<file path="src/rtl/alu_pkg.sv">
// Shared ALU operation codes and FSM states for the execute-stage ALU.
package alu_pkg;

    typedef enum logic [3:0] {
        OP_AND = 4'b0000,
        OP_OR  = 4'b0001,
        OP_ADD = 4'b0010,
        OP_SLL = 4'b0011,
        OP_XOR = 4'b0100,
        OP_SRL = 4'b0101,
        OP_SUB = 4'b0110,
        OP_BEQ = 4'b1000,
        OP_BNE = 4'b1001,
        OP_SRA = 4'b1010,
        OP_SLT = 4'b1100,
        OP_BGE = 4'b1101
    } alu_op_t;

    typedef enum logic [1:0] {
        IDLE  = 2'd0,
        SHIFT = 2'd1,
        DONE  = 2'd2
    } alu_state_t;

    function automatic logic is_shift(input logic [3:0] op);
        return (op == OP_SLL) || (op == OP_SRL) || (op == OP_SRA);
    endfunction

endpackage

</file>
<file path="src/rtl/alu_shift_step.sv">
// One-bit shift of the accumulator; the op selects SLL, SRL or SRA.
module alu_shift_step
    import alu_pkg::*;
#(
    parameter int WIDTH = 32
) (
    input  alu_op_t            op_i,
    input  logic [WIDTH-1:0]   acc_i,
    output logic [WIDTH-1:0]   shifted_o
);

    always_comb begin
        shifted_o = acc_i;
        case (op_i)
            OP_SLL:  shifted_o = {acc_i[WIDTH-2:0], 1'b0};
            OP_SRL:  shifted_o = {1'b0, acc_i[WIDTH-1:1]};
            OP_SRA:  shifted_o = {acc_i[WIDTH-1], acc_i[WIDTH-1:1]};
            default: shifted_o = acc_i;
        endcase
    end

endmodule

</file>
<file path="src/rtl/multicycle_alu.sv">
// Execute-stage ALU: single-cycle logic/arith/compare/branch, iterative 1-bit/cycle shifts.
// Valid/ready on both sides; one operation in flight, result held in DONE until accepted.
module multicycle_alu
    import alu_pkg::*;
#(
    parameter int WIDTH = 32
) (
    input  logic             clk,
    input  logic             reset,
    input  logic             in_valid,
    output logic             in_ready,
    input  logic [3:0]       Operation,
    input  logic [WIDTH-1:0] SrcA,
    input  logic [WIDTH-1:0] SrcB,
    output logic             out_valid,
    input  logic             out_ready,
    output logic [WIDTH-1:0] ALUResult,
    output logic             Branch
);

    localparam int SHW = $clog2(WIDTH);

    alu_state_t       state_q, state_d;
    alu_op_t          op_q, op_d;
    logic [WIDTH-1:0] acc_q, acc_d;
    logic [SHW-1:0]   cnt_q, cnt_d;
    logic [WIDTH-1:0] result_q, result_d;
    logic             branch_q, branch_d;

    logic [WIDTH-1:0] shifted;
    logic [WIDTH-1:0] sc_result;
    logic             sc_branch;
    logic             signed_lt;
    logic [SHW-1:0]   shamt;

    assign shamt     = SrcB[SHW-1:0];
    assign signed_lt = $signed(SrcA) < $signed(SrcB);

    alu_shift_step #(.WIDTH(WIDTH)) u_shift_step (
        .op_i      (op_q),
        .acc_i     (acc_q),
        .shifted_o (shifted)
    );

    // Single-cycle datapath; a zero-amount shift simply passes A through.
    always_comb begin
        sc_result = '0;
        sc_branch = 1'b0;
        case (Operation)
            OP_AND: sc_result = SrcA & SrcB;
            OP_OR:  sc_result = SrcA | SrcB;
            OP_ADD: sc_result = SrcA + SrcB;
            OP_SUB: sc_result = SrcA - SrcB;
            OP_XOR: sc_result = SrcA ^ SrcB;
            OP_SLT: begin
                sc_result = {{(WIDTH-1){1'b0}}, signed_lt};
                sc_branch = signed_lt;
            end
            OP_BEQ: sc_branch = (SrcA == SrcB);
            OP_BNE: sc_branch = (SrcA != SrcB);
            OP_BGE: sc_branch = !signed_lt;
            OP_SLL, OP_SRL, OP_SRA: sc_result = SrcA;
            default: begin
                sc_result = '0;
                sc_branch = 1'b0;
            end
        endcase
    end

    always_comb begin
        state_d  = state_q;
        op_d     = op_q;
        acc_d    = acc_q;
        cnt_d    = cnt_q;
        result_d = result_q;
        branch_d = branch_q;
        case (state_q)
            IDLE: begin
                if (in_valid) begin
                    op_d = alu_op_t'(Operation);
                    if (is_shift(Operation) && (shamt != '0)) begin
                        acc_d   = SrcA;
                        cnt_d   = shamt;
                        state_d = SHIFT;
                    end else begin
                        result_d = sc_result;
                        branch_d = sc_branch;
                        state_d  = DONE;
                    end
                end
            end
            SHIFT: begin
                acc_d = shifted;
                cnt_d = cnt_q - {{(SHW-1){1'b0}}, 1'b1};
                if (cnt_q == {{(SHW-1){1'b0}}, 1'b1}) begin
                    result_d = shifted;
                    branch_d = 1'b0;
                    state_d  = DONE;
                end
            end
            DONE: begin
                if (out_ready) begin
                    state_d = IDLE;
                end
            end
            default: state_d = IDLE;
        endcase
    end

    always_ff @(posedge clk) begin
        if (reset) begin
            state_q  <= IDLE;
            op_q     <= OP_AND;
            acc_q    <= '0;
            cnt_q    <= '0;
            result_q <= '0;
            branch_q <= 1'b0;
        end else begin
            state_q  <= state_d;
            op_q     <= op_d;
            acc_q    <= acc_d;
            cnt_q    <= cnt_d;
            result_q <= result_d;
            branch_q <= branch_d;
        end
    end

    assign in_ready  = (state_q == IDLE);
    assign out_valid = (state_q == DONE);
    assign ALUResult = result_q;
    assign Branch    = branch_q;

endmodule

</file>
<file path="config.mk">
export PLATFORM = sky130hd
export DESIGN_NAME = multicycle_alu
export DESIGN_NICKNAME = d
export VERILOG_FILES = /design/src/rtl/alu_pkg.sv /design/src/rtl/alu_shift_step.sv /design/src/rtl/multicycle_alu.sv
export SDC_FILE = /design/constraint.sdc
export NUM_CORES = 1
export LEC_CHECK = 0
export CAP_MARGIN = 10
export CORE_UTILIZATION = 25
export DETAILED_ROUTE_END_ITERATION = 12
export PLACE_DENSITY = 0.48
export SETUP_SLACK_MARGIN = 0.4
export SLEW_MARGIN = 20
export SYNTH_ARGS = -nofsm -noshare
export SYNTH_HDL_FRONTEND = slang
export SYNTH_SLANG_ARGS = --single-unit
</file>
<file path="constraint.sdc">
create_clock -name clk -period 3.8 [get_ports clk]
set_clock_uncertainty 0.05 [all_clocks]
set_input_delay 0.57 -clock clk [delete_from_list [all_inputs] [get_ports clk]]
set_output_delay 0.57 -clock clk [all_outputs]
set_load 0.05 [all_outputs]
</file>
# Word-level counts from Yosys, hierarchy flattened
# Index checks and enable logic that the tools add are counted.
# W data, S select, Z words.
# op_classes
n_addsub	3
order_cmp	1
eq_ne	24
muxes	22
bitwise_logic	3
n_reduce_logical	13
# ops
operator	n
$pmux W32 S7	1
$mux W32	5
$pmux W32 S2	2
$pmux W32 S3	1
$add A32 B32 Y32	1
$and A32 B32 Y32	1
$eq A32 B32 Y1	1
$lt A32 B32 Y1	1
$ne A32 B32 Y1	1
$or A32 B32 Y32	1
$sub A32 B32 Y32	1
$xor A32 B32 Y32	1
$eq A4 B4 Y1 const B	6
$eq A4 B3 Y1 const B	4
$eq A4 B2 Y1 const B	3
$mux W5	2
$pmux W5 S2	1
$mux W2	4
$ne A2 B2 Y1 const B	3
$pmux W2 S3	1
$reduce_and A3 Y1	2
$eq A5 B1 Y1 const B	1
$reduce_bool A5 Y1	1
$sub A5 B1 Y5 const B	1
other kinds (16)	20
# totals
register_bits	76
inputBits	72
out_inout_bits	35
wordCells	72

# Logic depth before layout (Yosys ltp)
# depth
depth_word	7
ltp_mapped	12
mapped_depth_nobuf	12

# Modules after synthesis
# A second synthesis with hierarchy kept.
# hier_totals
hier_cells	1321
area_unflattened_um2	9651.8
# by_module_without_submodules
module	n_inst	cells_per_inst	area_each_um2	seq_area_each_um2
multicycle_alu	1	1238	8987.4	1521.5
alu_shift_step	1	83	664.4	0.0

# Worst setup path before layout
# No wires, ideal clock.
# synth_timing
path_kind	in2reg
start	input port SrcA[0]
end	register result_q[12], in the netlist ALUResult[12]
setup_ns	0.132
arrival_ns	3.082
t_required_ns	3.618
slack_ns	0.536
path_stages	12
path_buffers	0
cell_sequence	inv_1 > ha_1 > fa_1 > o21bai_2 > nand2_1 > o2111a_1 > or2_4 > o311a_1 > a311o_1 > a221o_1 > a211oi_2 > nor3_1
# synth_via
elab_chain_cells	5
word_cells_on_any_way	6
classes_between	add/sub: 2; mux: 4
# synth_lines
item	line	text
start: declaration	multicycle_alu.sv:13	input logic [WIDTH-1:0] SrcA,
$sub A32 B32 Y32 or $add A32 B32 Y32 (tied branches)	multicycle_alu.sv:53, multicycle_alu.sv:52	
$pmux W32 S7 (*)	multicycle_alu.sv:49	case (Operation)
$mux W32 (*)	multicycle_alu.sv:81	if (is_shift(Operation) && (shamt != '0)) begin
$mux W32 (*)	multicycle_alu.sv:79	if (in_valid) begin
$pmux W32 S2 (*)	multicycle_alu.sv:77	case (state_q)
end signal: assignment	multicycle_alu.sv:123	result_q <= result_d;
end: declaration	multicycle_alu.sv:27	logic [WIDTH-1:0] result_q, result_d;
# Mark *: on every way between the ends. The rest lies on a longest branch, timed or not. The select of a mux whose other input is x is not followed.
# A chain may end at the register's enable or synchronous reset.

# Worst setup path in the final report
# layout_timing
start	input port SrcB[6]
end	register result_q[12], in the netlist ALUResult[12]
# layout_via
elab_chain_cells	5
word_cells_on_any_way	6
classes_between	add/sub: 2; mux: 4
# layout_lines
item	line	text
start: declaration	multicycle_alu.sv:14	input logic [WIDTH-1:0] SrcB,
$sub A32 B32 Y32 or $add A32 B32 Y32 (tied branches)	multicycle_alu.sv:53, multicycle_alu.sv:52	
$pmux W32 S7 (*)	multicycle_alu.sv:49	
$mux W32 (*)	multicycle_alu.sv:81	
$mux W32 (*)	multicycle_alu.sv:79	
$pmux W32 S2 (*)	multicycle_alu.sv:77	
# Marked as above.

==> impl_metrics.toml <==
[clock_network]
clock_sinks = 76
cts_tree = "built"
cts_buffer_depth = 2
clk_pin_slew_ns = 0.07
root_buffer = "clkbuf_16"
ctsHtreeMaxLevel = 3
insertion_delay_ns = 0.37
cts_buffers = 9

[global_route]
grt_max_degree = 44
track_usage = 0.228
grt_pass1_vias = 11311
grt_pass1_wl_mm = 68.2
gr-total-overflow = 0
antenna_found_initial = 0

[routing]
viasPerCell = 5.40
ant_nets = 0
post_drt_wl_per_cell_um = 21.1
firstDrtPassIters = 7
first_iter_violations = 948
drcViolationCount = 0
vias = 11414
wl_mm = 44.7

[cells_and_area]
area_growth_pct = 41.6
nNetsFinal = 1781
final_common_cell = "buf_4"
final_cell_mix = "buf_4 (232), nor2_1 (149), a21oi_1 (131), inv_1 (96), ha_1 (94)"
n_antenna_cell = 0
final_area_um2 = 13500
drive_gt1_frac = 0.247

[yosys]
synth_seq_cells = 76
ys_types = 89
syn_area_um2 = 9560
synth_edf_count = 0
synth_nets = 1521
yosysWarnings = 0
synthArstFlopShare = 0
ys_seq_area_frac = 0.159
synthCells = 1337
yosys_most_used_dff = "dfxtp_1"
syn-mean-instance-area_um2 = 7.15

[hold_path]
hp-class = "reg2reg"

[critical_path]
slowest_stage = "clkdlybuf4s50_1"
critPathBufInv = 3
endpoint_kind = "register"
crit_chain = "clkdlybuf4s50_1 > inv_1 > ha_4 > buf_4 > nor3_2 > nor2_1 > o2bb2ai_2 > or2_4 > o311a_1 > a311o_1 > a221o_1 > a211oi_2 > nor3_1"
cp.arrival_ns = 3.49
start_kind = "input pin"
worstSetupStartpoint = "SrcB[6]"
r2r-end = "ALUResult[3]$_SDFFE_PP0P_"
r2r-start = "cnt_q[0]$_SDFFE_PP0P_"
cp_max_fo = 4
worstPathRequired_ns = 4.00
reg2regPathDepth = 9
max_stage_delay_ns = 0.51
critPathTopFamily = "compound AO/OA/AOI/OAI gates"
r2r_slack_ns = 0.91
worst-path-stages = 13
worstSetupEndpoint = "ALUResult[12]$_SDFFE_PP0P_"
path_class = "in2reg"

[sta]
tightest_slew_ns = 0.767
slew_headroom = 0.487
rsz0062_at_grt = "yes"
hold_viol = 0
post-route-period-util = 0.868
drv_slew = 0
setup_viol = 0
fmax_mhz = 303
min_period_ns = 3.30
finalSetupTns_ns = 0

[die]
fp.dieArea_um2 = 39000
die_w_um = 198
core_area_um2 = 37700
rows = 71
die_y_um = 198
initial_core_util = 0.254
io_pins = 107

[place]
hpwl_mm = 34.1
portBuffers = 106
place_area_um2 = 12700
gp_congestion = 0.904

[power_and_ir_drop]
power_density_nw_per_um2 = 267
irDropWorstVdd_uv = 212
total_leakage_power_uw = 0.00557

[run_status]
outcome = "finished, final reports clean"

[run]
cap_violations = 0
worst min-delay path: stages, from the launching register on:
cell and delay [ns]:
dfxtp_1 0.32, nand2_1 0.05, a21oi_1 0.05
final cells by class:
cell class / count / area [um2]
well taps: 511 / 639
flip-flops and latches: 76 / 1520
repair buffers: 344 / 2930
inverters: 101 / 383
clock buffers: 9 / 225
fillers: 4027 / 24100
multi-input cells: 1065 / 7780
clock inverters: 7 / 57.6
metrics by stage:
step	hold WS, ns	instances	worst slack, ns	utilization	total power [uW]
2_1_floorplan	0.418	1337	0.536	-	1870
3_3_place_gp	0.398	2088	-0.334	0.336	2620
3_5_place_dp	0.397	2088	-0.245	0.336	2620
4_1_cts	0.411	2107	0.341	0.347	3550
5_1_grt	0.428	2113	0.341	0.359	3810
6_report	0.413	2113	0.502	0.359	3620
where the power goes:
group          internal, uW  total, uW  switching (uW)
combinational           764       1810            1040
sequential              855        913            58.8
clock                   454        895             441
timing repair:
action / CTS / global route
endpoints found under the hold margin: 0 / 0
hold buffers: 0 / 0
setup endpoints to repair: 16 / 24
buffers inserted: 3 / 6
resized for setup: 28 / 87
pin swaps: 6 / 24
routing by layer:
layer,vias up,track usage,part of all wire
met5,-,0,0
met3,77,0.0295,0.054
met2,412,0.400,0.48
met1,5493,0.287,0.43
met4,0,0.0695,0.027
li1,5432,-,-
synthesized netlist by cell type, drive strengths merged (21+ instances only):
cell type | count | area share
nor4 | 21 | 0.017
nor2 | 154 | 0.061
nand3 | 22 | 0.012
buf | 32 | 0.017
o21ai | 76 | 0.041
dfxtp | 76 | 0.16
ha | 110 | 0.14
a22oi | 30 | 0.024
a211oi | 33 | 0.026
mux2 | 31 | 0.037
nand2 | 90 | 0.035
clkbuf | 63 | 0.025
nor3 | 45 | 0.025
a221oi | 24 | 0.022
a21oi | 137 | 0.072
inv | 101 | 0.040
cell families (layout without fill, tap and decap cells):
family          after synthesis  after routing  share of synthesized area
mux                          41             41                     0.0470
buf+inv                     196            461                     0.0813
compound gates              476            476                      0.340
simple gates                419            419                      0.209
fa+ha+maj                   112            112                      0.148
flops                        76             76                      0.159
xor+xnor                     17             17                     0.0156
worst min path at each step:
| stage | from | to | slack, ns | cells past startpoint |
|---|---|---|---|---|
| after floorplan | cnt_q[4]$_SDFFE_PP0P_ | cnt_q[4]$_SDFFE_PP0P_ | 0.42 | 1 |
| after global placement | ALUResult[1]$_SDFFE_PP0P_ | ALUResult[1]$_SDFFE_PP0P_ | 0.40 | 2 |
| after detailed placement | ALUResult[1]$_SDFFE_PP0P_ | ALUResult[1]$_SDFFE_PP0P_ | 0.40 | 2 |
| after CTS | ALUResult[1]$_SDFFE_PP0P_ | ALUResult[1]$_SDFFE_PP0P_ | 0.41 | 2 |
| after global routing | ALUResult[1]$_SDFFE_PP0P_ | ALUResult[1]$_SDFFE_PP0P_ | 0.43 | 2 |
| final | ALUResult[1]$_SDFFE_PP0P_ | ALUResult[1]$_SDFFE_PP0P_ | 0.41 | 2 |
flip-flops by register name, indices dropped and copies added (netlist names):
| register | count |
|---|---|
| cnt_q | 5 |
| ALUResult | 32 |
| Branch | 1 |
| state_q | 2 |
| acc_q | 32 |
| op_q | 4 |
Power figures use the tool's default switching activity.
